### config.mk
export PLATFORM = sky130hd
export DESIGN_NAME = bf16_minmax_dispatch
export DESIGN_NICKNAME = d
export VERILOG_FILES = /design/src/rtl/bf16_minmax_dispatch.sv
export SDC_FILE = /design/constraint.sdc
export NUM_CORES = 1
export LEC_CHECK = 0
export BUFFER_PORTS_ARGS = -buffer_cell sky130_fd_sc_hd__buf_2
export CORE_MARGIN = 2
export CORE_UTILIZATION = 40
export CTS_CLUSTER_SIZE = 20
export DETAILED_ROUTE_END_ITERATION = 8
export HOLD_SLACK_MARGIN = 0.1
export PLACE_DENSITY = 0.77
export SYNTH_ARGS = -nofsm -noshare
export SYNTH_HDL_FRONTEND = slang
export SYNTH_SLANG_ARGS = --single-unit
### constraint.sdc
create_clock -name clk -period 1.9 [get_ports clk]
set_clock_uncertainty 0.1 [all_clocks]
set_input_delay 0.19 -clock clk [delete_from_list [all_inputs] [get_ports clk]]
set_output_delay 0.19 -clock clk [all_outputs]
set_load 0.02 [all_outputs]
### src/rtl/bf16_minmax_dispatch.sv
// bf16_minmax_dispatch: single-outstanding dispatcher between a request
// stream and a BF16 min/max execution unit with fixed latency LATENCY.
// Illegal opcodes are answered directly without touching the unit.
// Every output is a register, so nothing on the response side reaches
// the request side combinationally.
//
// Handshake: a transfer happens on a rising edge where valid and ready are
// both 1. A source holds valid and its payload stable until that edge, and
// ready never depends combinationally on valid.
module bf16_minmax_dispatch #(
   parameter int LATENCY = 1
) (
   input  logic        clk,
   input  logic        reset,
   input  logic        req_valid,
   output logic        req_ready,
   input  logic [15:0] req_operand_a,
   input  logic [15:0] req_operand_b,
   input  logic [3:0]  req_operation,
   output logic        ex_enable,
   output logic [15:0] ex_operand_a,
   output logic [15:0] ex_operand_b,
   output logic [3:0]  ex_operation,
   input  logic [15:0] ex_result,
   input  logic [3:0]  ex_fpcsr,
   output logic        resp_valid,
   input  logic        resp_ready,
   output logic [15:0] resp_result,
   output logic [3:0]  resp_fpcsr,
   output logic        resp_illegal,
   output logic [3:0]  sticky_fpcsr,
   input  logic        sticky_clear,
   output logic [1:0]  dbg_state
);

   localparam logic [3:0] OP_MAX  = 4'b0010;
   localparam logic [3:0] OP_MIN  = 4'b0011;
   localparam logic [3:0] LAT_CNT = 4'(LATENCY);

   typedef enum logic [1:0] {
      S_IDLE  = 2'd0,
      S_ISSUE = 2'd1,
      S_WAIT  = 2'd2,
      S_RESP  = 2'd3
   } state_t;

   state_t     state;
   logic [3:0] wait_cnt;
   logic       op_legal;

   assign dbg_state = state;

   // Only min and max are executed; everything else is answered as illegal.
   assign op_legal = (req_operation == OP_MIN) || (req_operation == OP_MAX);

   // Dispatcher FSM with all outputs registered; the sticky-flag accumulator
   // lives here too so clear-then-OR on a capture edge is one statement.
   always_ff @(posedge clk) begin
      if (reset) begin
         state        <= S_IDLE;
         wait_cnt     <= 4'd0;
         req_ready    <= 1'b1;
         ex_enable    <= 1'b0;
         ex_operand_a <= 16'h0000;
         ex_operand_b <= 16'h0000;
         ex_operation <= 4'b0000;
         resp_valid   <= 1'b0;
         resp_result  <= 16'h0000;
         resp_fpcsr   <= 4'b0000;
         resp_illegal <= 1'b0;
         sticky_fpcsr <= 4'b0000;
      end else begin
         // A plain clear; a capture edge below overrides with clear-then-OR.
         if (sticky_clear) begin
            sticky_fpcsr <= 4'b0000;
         end
         case (state)
            S_IDLE: begin
               if (req_valid) begin
                  ex_operand_a <= req_operand_a;
                  ex_operand_b <= req_operand_b;
                  ex_operation <= req_operation;
                  req_ready    <= 1'b0;
                  if (op_legal) begin
                     ex_enable <= 1'b1;
                     state     <= S_ISSUE;
                  end else begin
                     resp_valid   <= 1'b1;
                     resp_illegal <= 1'b1;
                     resp_result  <= 16'h0000;
                     resp_fpcsr   <= 4'b0000;
                     state        <= S_RESP;
                  end
               end
            end
            S_ISSUE: begin
               ex_enable <= 1'b0;
               wait_cnt  <= LAT_CNT;
               state     <= S_WAIT;
            end
            S_WAIT: begin
               if (wait_cnt == 4'd1) begin
                  wait_cnt     <= 4'd0;
                  resp_valid   <= 1'b1;
                  resp_illegal <= 1'b0;
                  resp_result  <= ex_result;
                  resp_fpcsr   <= ex_fpcsr;
                  sticky_fpcsr <= (sticky_clear ? 4'b0000 : sticky_fpcsr) | ex_fpcsr;
                  state        <= S_RESP;
               end else begin
                  wait_cnt <= wait_cnt - 4'd1;
               end
            end
            S_RESP: begin
               if (resp_ready) begin
                  resp_valid <= 1'b0;
                  req_ready  <= 1'b1;
                  state      <= S_IDLE;
               end
            end
            default: begin
               state <= S_IDLE;
            end
         endcase
      end
   end

endmodule

==> impl_metrics.tcl, run 1 <==
set metrics [dict create \
    period_minus_slack_ns 1.85 \
    port_buffers 126 \
    grt_first_pass_wirelength_mm 12.7 \
    place_hpwl_mm 5.08 \
    critical_path.cell_chain "inv_1 > ha_1 > or3b_4 > a211oi_4 > nand3b_1 > a32o_1" \
    num-fill-cells 578 \
    syn-instance-count 333 \
    nets 584 \
    clock.fmax_ghz 0.539 \
    worstPathRequired_ns 2.03 \
    coreArea_mm2 0.00668 \
    die-width_um 86.5 \
    globalRoute.totalOverflow 0 \
    ff2ff_path_depth 6 \
    crit_path_top_delay_cell "or3b_4" \
    asyncSetResetFlopFracSynth 0 \
    ctsRootBufferMaster "clkbuf_8" \
    antenna_left 0 \
    r2r_slack_ns 0.05 \
    cp_num_buf_inv 1 \
    synth_sequential_area_ratio 0.515 \
    antenna_found_initial 0 \
    critPathTopFamily "compound AO/OA/AOI/OAI gates" \
    maxSlewHeadroom 0.762 \
    ys_ff_latch 70 \
    crit_path_from "wait_cnt[1]$_SDFFE_PP0P_" \
    cellPowerDensity_mw_per_mm2 1290 \
    timing.critical_path.to_type "register" \
    finished_layout_cells 601 \
    die-area_mm2 0.00748 \
    cts.sinks 70 \
    dr_total_vias 2990 \
    routed_wirelength_mm 8.09 \
    drcViolationCount 0 \
    worst_hold_startpoint "sticky_clear" \
    reg2reg_from "wait_cnt[1]$_SDFFE_PP0P_" \
    fin_hold_ws_ns 0.120 \
    critical-path-max-stage-delay_ns 0.43 \
    groute.usage.overall 0.215 \
    tritoncts "built" \
    area_delta_synth_final_pct 57.7 \
    synth.most_common_cell "nand2_1" \
    critical_path.startpoint_type "register" \
    clk-insertion-delay-late_ns 0.34 \
    timing_worst_slew_pin_value_ns 0.356 \
    placed_instance_area_mm2 0.00346 \
    wl_per_cell_um 13.5 \
    layout.cell_area.non_filler_mm2 0.00429 \
    status "completed" \
    critical_path_cell_count 6 \
    post-layout-total-power_mw 5.52 \
    grt_setup_unrepaired "yes" \
    antenna-diode-count 0 \
    postSynthNetCount 401 \
    criticalPathCategory "reg2reg" \
    synth_area_mm2 0.00272 \
    synth.top_cells.by_area "dfxtp_1 51%, nand2_1 13%, a21oi_1 12%" \
    initial_utilization 0.407 \
    timing.max_cap.violations 0 \
    cts_made_buffers 9 \
    number_of_global_route_vias_before_repair 2862 \
    buffer_depth_of_the_longest_clock_path 2 \
    arrival_ns 1.99 \
    first_pass_iteration_count_of_the_detailed_router 4 \
    synth_area_per_cell_um2 8.17 \
    place.gp.congestion 0.848 \
    synthDominantCellAreaShare 0.515 \
    main_flop_type_after_synthesis "dfxtp_1" \
    number_of_top_level_design_ports 127 \
    worstHoldPathType "in2reg" \
    finalSetupViolations 0 \
    dp.cells 527 \
    synth.largest_area_cell "dfxtp_1" \
    synthDistinctLibCells 33 \
    std_cell_rows 30 \
    yosysWarnings 0 \
    slew_viol_final 0 \
    synthTopCellsByCount "96 x nand2_1, 70 x dfxtp_1, 64 x a21oi_1" \
    first_iter_violations 115 \
    dieHeight_um 86.5 \
    grt_start_max_net_pins 36 \
    post_synth_edffs 0 \
    timing.rr.end "resp_valid$_SDFFE_PP0P_" \
    static_power_due_to_leakage_nw 1.95 \
    crit_fanout 5 \
    irDropWorstVdd_uv 617 \
    hold_violations 0 \
    drt-vias-per-instance 4.98 \
    drive_above_1_share 0.315 \
    endpoint "resp_valid$_SDFFE_PP0P_" \
    clkTransAtPathRegs_ns 0.07 \
    ctsHtreeMaxLevel 3 \
    post-route-period-util 0.976 \
]
## sequential cells by signal, indices dropped and copies added, names as in the netlist
name / cells
ex_operand_b: 16
ex_operation: 4
sticky_fpcsr: 4
resp_illegal: 1
resp_fpcsr: 4
ex_enable: 1
ex_operand_a: 16
resp_result: 16
resp_valid: 1
wait_cnt: 4
req_ready: 1
dbg_state: 2
## layer usage
layer,wire [µm],GRT usage,vias to the layer above
li1,-,-,1483
met1,3310,0.241,1376
met2,4120,0.376,105
met3,388,0.0543,26
met4,266,0.107,0
met5,0,0,-
## report_power, final
group	leakage, nW	total [mW]	internal (mW)	switching [mW]
Clock	0.120	1.38	0.846	0.535
Sequential	0.572	1.87	1.73	0.135
Combinational	1.26	2.27	0.899	1.37
## tightest hold or removal path: stages
cell and delay (ns):
buf_2 0.09, inv_1 0.10, a32oi_1 0.06, nor2_1 0.07
## through the flow
stage               utilization  TNS, ns  setup slack [ns]
floorplan                     -        0            0.0138
global placement          0.518  -0.0231          -0.00667
detailed placement        0.518    -1.27            -0.132
CTS                       0.640        0           0.00154
global route              0.642  -0.0417           -0.0417
finish                    0.642        0            0.0463
## placed cells by master (no fill, tap or decap), types with 4 or more instances in the layout
cell type      instances
ha_1                   6
dfxtp_1               68
buf_2                126
nand3_1               20
clkbuf_8              12
buf_4                 10
nor3_1                 4
a32oi_1                4
dlygate4sd3_1         57
a21oi_1               64
nand2_1               96
nor2_1                 9
inv_1                  9
## worst min path at each step
| stage | end | slack, ns | depth (start not counted) |
|---|---|---|---|
| 3_5_place_dp | ex_operand_b[13]$_SDFFE_PP0P_ | 0.34 | 3 |
| 2_1_floorplan | ex_operand_a[0]$_SDFFE_PP0P_ | 0.23 | 2 |
| 5_1_grt | resp_valid$_SDFFE_PP0P_ | 0.13 | 3 |
| 4_1_cts | sticky_fpcsr[3]$_SDFF_PP0_ | 0.10 | 4 |
| 6_report | sticky_fpcsr[2]$_SDFF_PP0_ | 0.12 | 4 |
| 3_3_place_gp | ex_operand_b[1]$_SDFFE_PP0P_ | 0.33 | 3 |
## layout make-up
class / instances / area, µm² / share of cell area
flip-flops and latches: 70 / 1400 / 0.327
repair buffers: 195 / 1320 / 0.307
multi-input cells: 231 / 1200 / 0.280
clock buffers: 13 / 169 / 0.0394
inverters: 9 / 33.8 / 0.00787
clock inverters: 3 / 65.1 / 0.0152
well taps: 80 / 100 / 0.0233
## what timing repair did
item / 4_1_cts / 5_1_grt
hold buffers: 57 / 0
pin swaps: 0 / 2
endpoints found under the setup margin: 21 / 6
endpoints found under the hold margin: 62 / 0
cloned: 0 / 0
gates resized for setup: 3 / 2
setup buffers: 0 / 1
## cells by family (layout without fill, tap and decap cells)
logic type / after synthesis / in the layout / synth area share
xor+xnor: 1 / 1 / 0.00322
mux: 1 / 1 / 0.00414
buf+inv: 32 / 220 / 0.0497
compound gates: 79 / 79 / 0.166
simple gates: 143 / 143 / 0.230
flops: 70 / 70 / 0.515
fa+ha+maj: 7 / 7 / 0.0322
(Power assumes the default switching activity.)
==> inputs of run 2 (changes only) <==
Settings changed: CORE_ASPECT_RATIO set to 0.8, TNS_END_PERCENT set to 30.
==> run 2 against run 1 <==
Sequential cell count stayed put. First-iteration DRC count shrank 9.6%. Non-clock buffer count is 2 higher. Count of clock-buffer cells in the layout decreased by 2. Sequential power about the same. Routed wire length grew 5.6%. Global-route usage rose by 1.6 points. Hold slack gained 0.013 ns. Via count up 1.9%. Utilization rose by 2.5 points. Critical path type unchanged.
==> impl_metrics.tcl, run 2 (synthesis gave the netlist of run 1 again) <==
set metrics [dict create \
    nets 586 \
    critical-path-max-stage-delay_ns 0.41 \
    first_iter_violations 104 \
    grt-busiest-layer "met2" \
    globalRoute.totalOverflow 0 \
    layout.cell_area.non_filler_mm2 0.00432 \
    buffer_depth_of_the_longest_clock_path 2 \
    period_minus_slack_ns 1.82 \
    criticalPathCategory "reg2reg" \
    layout_common_cells "126 x buf_2, 96 x nand2_1, 66 x dfxtp_1, 64 x a21oi_1, 57 x dlygate4sd3_1" \
    static_power_due_to_leakage_nw 1.96 \
    met3_usage_grt 0.0883 \
    timing.max_cap.violations 0 \
    irDropWorstVdd_uv 649 \
    clk-insertion-delay-late_ns 0.33 \
    initial_utilization 0.420 \
    place_hpwl_mm 5.15 \
    area_delta_synth_final_pct 58.7 \
    tritoncts "built" \
    timing.critical_path.to_type "register" \
    maxSlewHeadroom 0.747 \
    finalSetupViolations 0 \
    ctsHtreeMaxLevel 3 \
    die-area_mm2 0.00748 \
    reg_top3 "ex_operand_a x16, ex_operand_b x16, resp_result x16" \
    cp_num_buf_inv 1 \
    slew_viol_final 0 \
    num-fill-cells 530 \
    first_pass_iteration_count_of_the_detailed_router 6 \
    grt.met2_usage 0.407 \
    post-route-period-util 0.960 \
    routed_wirelength_mm 8.54 \
    groute.usage.overall 0.230 \
    coreArea_mm2 0.00647 \
    grt_start_max_net_pins 36 \
    place.gp.congestion 0.822 \
    critical_path.startpoint_type "register" \
    timing_worst_slew_pin_value_ns 0.379 \
    port_buffers 126 \
    cellPowerDensity_mw_per_mm2 1280 \
    drcViolationCount 0 \
    worstHoldPathType "in2reg" \
    post-layout-total-power_mw 5.53 \
    dieHeight_um 77.8 \
    ctsRootBufferMaster "clkbuf_8" \
    antenna_left 0 \
    drive_above_1_share 0.323 \
    status "completed" \
    grt_first_pass_wirelength_mm 13.6 \
    die-width_um 96.2 \
    cts.sinks 70 \
    number_of_global_route_vias_before_repair 2913 \
    clkTransAtPathRegs_ns 0.07 \
    arrival_ns 1.94 \
    clock.fmax_ghz 0.548 \
    cts_made_buffers 9 \
    critPathTopFamily "compound AO/OA/AOI/OAI gates" \
    wl_per_cell_um 14.0 \
    crit_path_top_delay_cell "or3b_4" \
    crit_fanout 4 \
    drt-vias-per-instance 5.01 \
    mostFrequentLayoutCell "buf_2" \
    std_cell_rows 26 \
    use_met1 0.250 \
    worstPathRequired_ns 2.02 \
    antenna_found_initial 0 \
    dr_total_vias 3048 \
    number_of_top_level_design_ports 127 \
    hold_violations 0 \
    placed_instance_area_mm2 0.00347 \
    critical_path.cell_chain "inv_2 > ha_4 > or3b_4 > a211oi_4 > nand3b_1 > a32o_1" \
]
run 2: layout make-up:
class	count	area (µm²)	share of cell area
clock inverters	5	81.3	0.0188
multi-input cells	231	1210	0.280
flip-flops and latches	70	1410	0.326
diodes	1	2.50	0.000579
well taps	84	105	0.0243
inverters	9	33.8	0.00782
repair buffers	197	1330	0.308
clock buffers	11	151	0.0351
run 2: what timing repair did:
action                     in CTS  in global routing
setup endpoints to repair      21                 25
buffers inserted                0                  2
cloned                          0                  0
hold buffers                   57                  0
pin swaps                       1                  3
gates resized for setup         1                  7
hold endpoints to repair       65                  0
run 2: worst reg2reg max path: stages (launching register included):
cell and delay (ns):
dfxtp_2 0.32, inv_2 0.08, ha_4 0.12, or3b_4 0.41, a211oi_4 0.32, nand3b_1 0.12, a32o_1 0.24
run 2: where the power goes:
part | leakage (nW) | internal [mW] | switching (mW) | total (mW)
combinational | 1.27 | 0.897 | 1.39 | 2.29
clock | 0.116 | 0.811 | 0.550 | 1.36
sequential | 0.573 | 1.74 | 0.140 | 1.88
run 2: worst paths after layout:
check,from,endpoint,slack (ns),cells past startpoint
worst max-delay path,wait_cnt[1]$_SDFFE_PP0P_,resp_valid$_SDFFE_PP0P_,0.08,6
worst min-delay path,sticky_clear,sticky_fpcsr[2]$_SDFF_PP0_,0.13,4
worst max register to register,wait_cnt[1]$_SDFFE_PP0P_,resp_valid$_SDFFE_PP0P_,0.08,6
worst min register to register,resp_result[2]$_SDFFE_PP0P_,resp_result[2]$_SDFFE_PP0P_,0.35,2
run 2: through the flow:
step | hold WS (ns) | utilization | setup slack [ns] | setup TNS (ns) | instances
after CTS | 0.112 | 0.661 | 0.0101 | 0 | 605
after detailed placement | 0.336 | 0.537 | -0.0878 | -1.26 | 532
after global placement | 0.331 | 0.537 | 0.0155 | 0 | 532
after floorplan | 0.226 | - | 0.0138 | 0 | 333
after global routing | 0.142 | 0.667 | -0.00524 | -0.00524 | 607
final | 0.133 | 0.667 | 0.0751 | 0 | 608
run 2: metal layers:
metal / part of all wire / up-vias
li1: - / 1490
met1: 0.41 / 1417
met2: 0.50 / 127
met3: 0.071 / 14
met4: 0.021 / 0
met5: 0 / -
==> inputs of run 3 (changes only) <==
Settings changed: ABC_AREA set to 1, PLACE_DENSITY 0.77 to 0.76.
==> run 3 against run 2 <==
Count of clock-buffer cells in the layout unchanged. Clock power up 7%. Register-to-register slack better by 0.04 ns. Non-clock buffer count down 8. Synthesized area up 5.7%. Routed wire length down 4.9%. Critical path type unchanged. Setup slack better by 0.041 ns. Sequential power up 12%. Die area up 5.4%. Sequential cell count unchanged. Cell area up 2.0%.
==> impl_metrics.tcl, run 3 <==
set metrics [dict create \
    status "completed" \
    grt_setup_unrepaired "no" \
    globalRoute.totalOverflow 0 \
    number_of_global_route_vias_before_repair 2966 \
    synthDominantCellAreaShare 0.487 \
    worstPathRequired_ns 2.07 \
    synth_sequential_area_ratio 0.487 \
    number_of_top_level_design_ports 127 \
    first_pass_iteration_count_of_the_detailed_router 4 \
    synthDistinctLibCells 22 \
    ctsHtreeMaxLevel 3 \
    worstHoldPathType "in2reg" \
    timing_worst_slew_pin_value_ns 0.279 \
    drive_above_1_share 0.257 \
    std_cell_rows 27 \
    finalSetupViolations 0 \
    timing.critical_path.to_type "register" \
    reg_top3 "ex_operand_a x16, ex_operand_b x16, resp_result x16" \
    mostFrequentLayoutCell "buf_2" \
    postSynthNetCount 472 \
    initial_utilization 0.415 \
    num-fill-cells 596 \
    synth.most_common_cell "nor2_1" \
    clock.fmax_ghz 0.561 \
    ctsRootBufferMaster "clkbuf_8" \
    dpl_ws_ns 0.122 \
    synthTopCellsByCount "103 x nor2_1, 80 x nand2_1, 70 x dfxtp_1" \
    irDropWorstVdd_uv 907 \
    ys_ff_latch 70 \
    routed_wirelength_mm 8.13 \
    layout_common_cells "126 x buf_2, 102 x nor2_1, 80 x nand2_1, 70 x dfxtp_1, 57 x dlygate4sd3_1" \
    wl_per_cell_um 12.0 \
    static_power_due_to_leakage_nw 2.28 \
    cellPowerDensity_mw_per_mm2 1570 \
    buffer_depth_of_the_longest_clock_path 2 \
    period_minus_slack_ns 1.78 \
    dr_total_vias 3085 \
    slew_viol_final 0 \
    grt_first_pass_wirelength_mm 13.1 \
    postLayoutSetupSlackWorst_ns 0.116 \
    die-area_mm2 0.00789 \
    place_hpwl_mm 4.97 \
    criticalPathCategory "reg2reg" \
    die-width_um 98.8 \
    synth_area_per_cell_um2 7.12 \
    port_buffers 126 \
    antenna_left 0 \
    post_synth_edffs 0 \
    grt_start_max_net_pins 62 \
    cts_made_buffers 9 \
    coreArea_mm2 0.00693 \
    main_flop_type_after_synthesis "dfxtp_1" \
    area_delta_synth_final_pct 53.2 \
    critical_path.startpoint_type "register" \
    syn-instance-count 404 \
    arrival_ns 1.95 \
    groute.usage.overall 0.207 \
    nets 651 \
    place.gp.congestion 0.775 \
    synth.top_cells.by_area "dfxtp_1 49%, nor2_1 13%, nand2_1 10%" \
    drt-vias-per-instance 4.56 \
    tritoncts "built" \
    asyncSetResetFlopFracSynth 0 \
    synth.largest_area_cell "dfxtp_1" \
    post-route-period-util 0.939 \
    clkTransAtPathRegs_ns 0.07 \
    dieHeight_um 79.9 \
    maxSlewHeadroom 0.814 \
    drcViolationCount 0 \
    first_iter_violations 103 \
    cts.sinks 70 \
    crit_fanout 38 \
    yosysWarnings 0 \
    antenna_found_initial 0 \
    synth_area_mm2 0.00288 \
    timing.max_cap.violations 0 \
    hold_violations 0 \
    timing.setup.tns_ns 0 \
    clk-insertion-delay-late_ns 0.34 \
]
-- run 3: routing by layer --
layer  vias up  GRT usage  wire length, µm
met4         0      0.110              259
met1      1366      0.221             3290
met5         -          0                0
li1       1594          -                -
met2        99      0.378             4210
met3        26     0.0517              370
-- run 3: cells by family after synthesis --
| logic type | share of synthesized area |
|---|---|
| and+or+nand+nor | 0.261 |
| DFF | 0.487 |
| buffers and inverters | 0.0996 |
| AOI/OAI and AO/OA | 0.116 |
| adders and majority gates | 0.0304 |
| xor gates and xnor gates | 0.00609 |
-- run 3: cell type report --
class                      instances  area, µm²  share of cell area
inverter                          45        169              0.0383
multi-input combinational        268       1190               0.271
clock inverter                     5        106              0.0241
clock buffer                      11        141              0.0321
sequential                        70       1400               0.318
antenna                            1       2.50            0.000568
timing repair buffer             189       1280               0.291
tap                               87        109              0.0247
-- run 3: stage by stage --
stage / cell area (µm²) / power [mW] / utilization / instances / hold WS [ns]
floorplan: 2880 / 4.55 / - / 404 / 0.232
global placement: 3580 / 5.25 / 0.517 / 602 / 0.320
detailed placement: 3580 / 5.36 / 0.517 / 602 / 0.330
CTS: 4400 / 6.94 / 0.635 / 675 / 0.124
global route: 4400 / 7.56 / 0.636 / 675 / 0.167
finish: 4410 / 6.93 / 0.636 / 676 / 0.138
-- run 3: path summary, 6_finish.rpt --
path | endpoint | slack, ns | cells past startpoint | from
worst min register to register | sticky_fpcsr[1]$_SDFF_PP0_ | 0.37 | 2 | sticky_fpcsr[1]$_SDFF_PP0_
worst max-delay path | resp_result[2]$_SDFFE_PP0P_ | 0.12 | 10 | dbg_state[1]$_SDFFE_PP0P_
worst min-delay path | sticky_fpcsr[2]$_SDFF_PP0_ | 0.14 | 5 | ex_fpcsr[2]
worst max register to register | resp_result[2]$_SDFFE_PP0P_ | 0.12 | 10 | dbg_state[1]$_SDFFE_PP0P_
-- run 3: what timing repair did --
item / 4_1_cts / 5_1_grt
endpoints found under the setup margin: 0 / 12
hold buffers: 57 / 0
buffers inserted: 0 / 0
hold endpoints to repair: 63 / 0
resized for setup: 0 / 2
-- run 3: power by group --
group          total (mW)  switching [mW]  internal [mW]
Combinational        3.37            2.16           1.22
Sequential           2.10           0.207           1.89
Clock                1.46           0.545          0.910
-- run 3: worst max-delay path, cell delays in order (launching register included) --
cell	delay [ns]
dfxtp_1	0.41
inv_1	0.10
ha_2	0.23
inv_1	0.09
nor2_1	0.05
nor2_2	0.15
nand3_2	0.12
buf_12	0.18
nand2_1	0.08
nand2_1	0.06
nor2_1	0.13
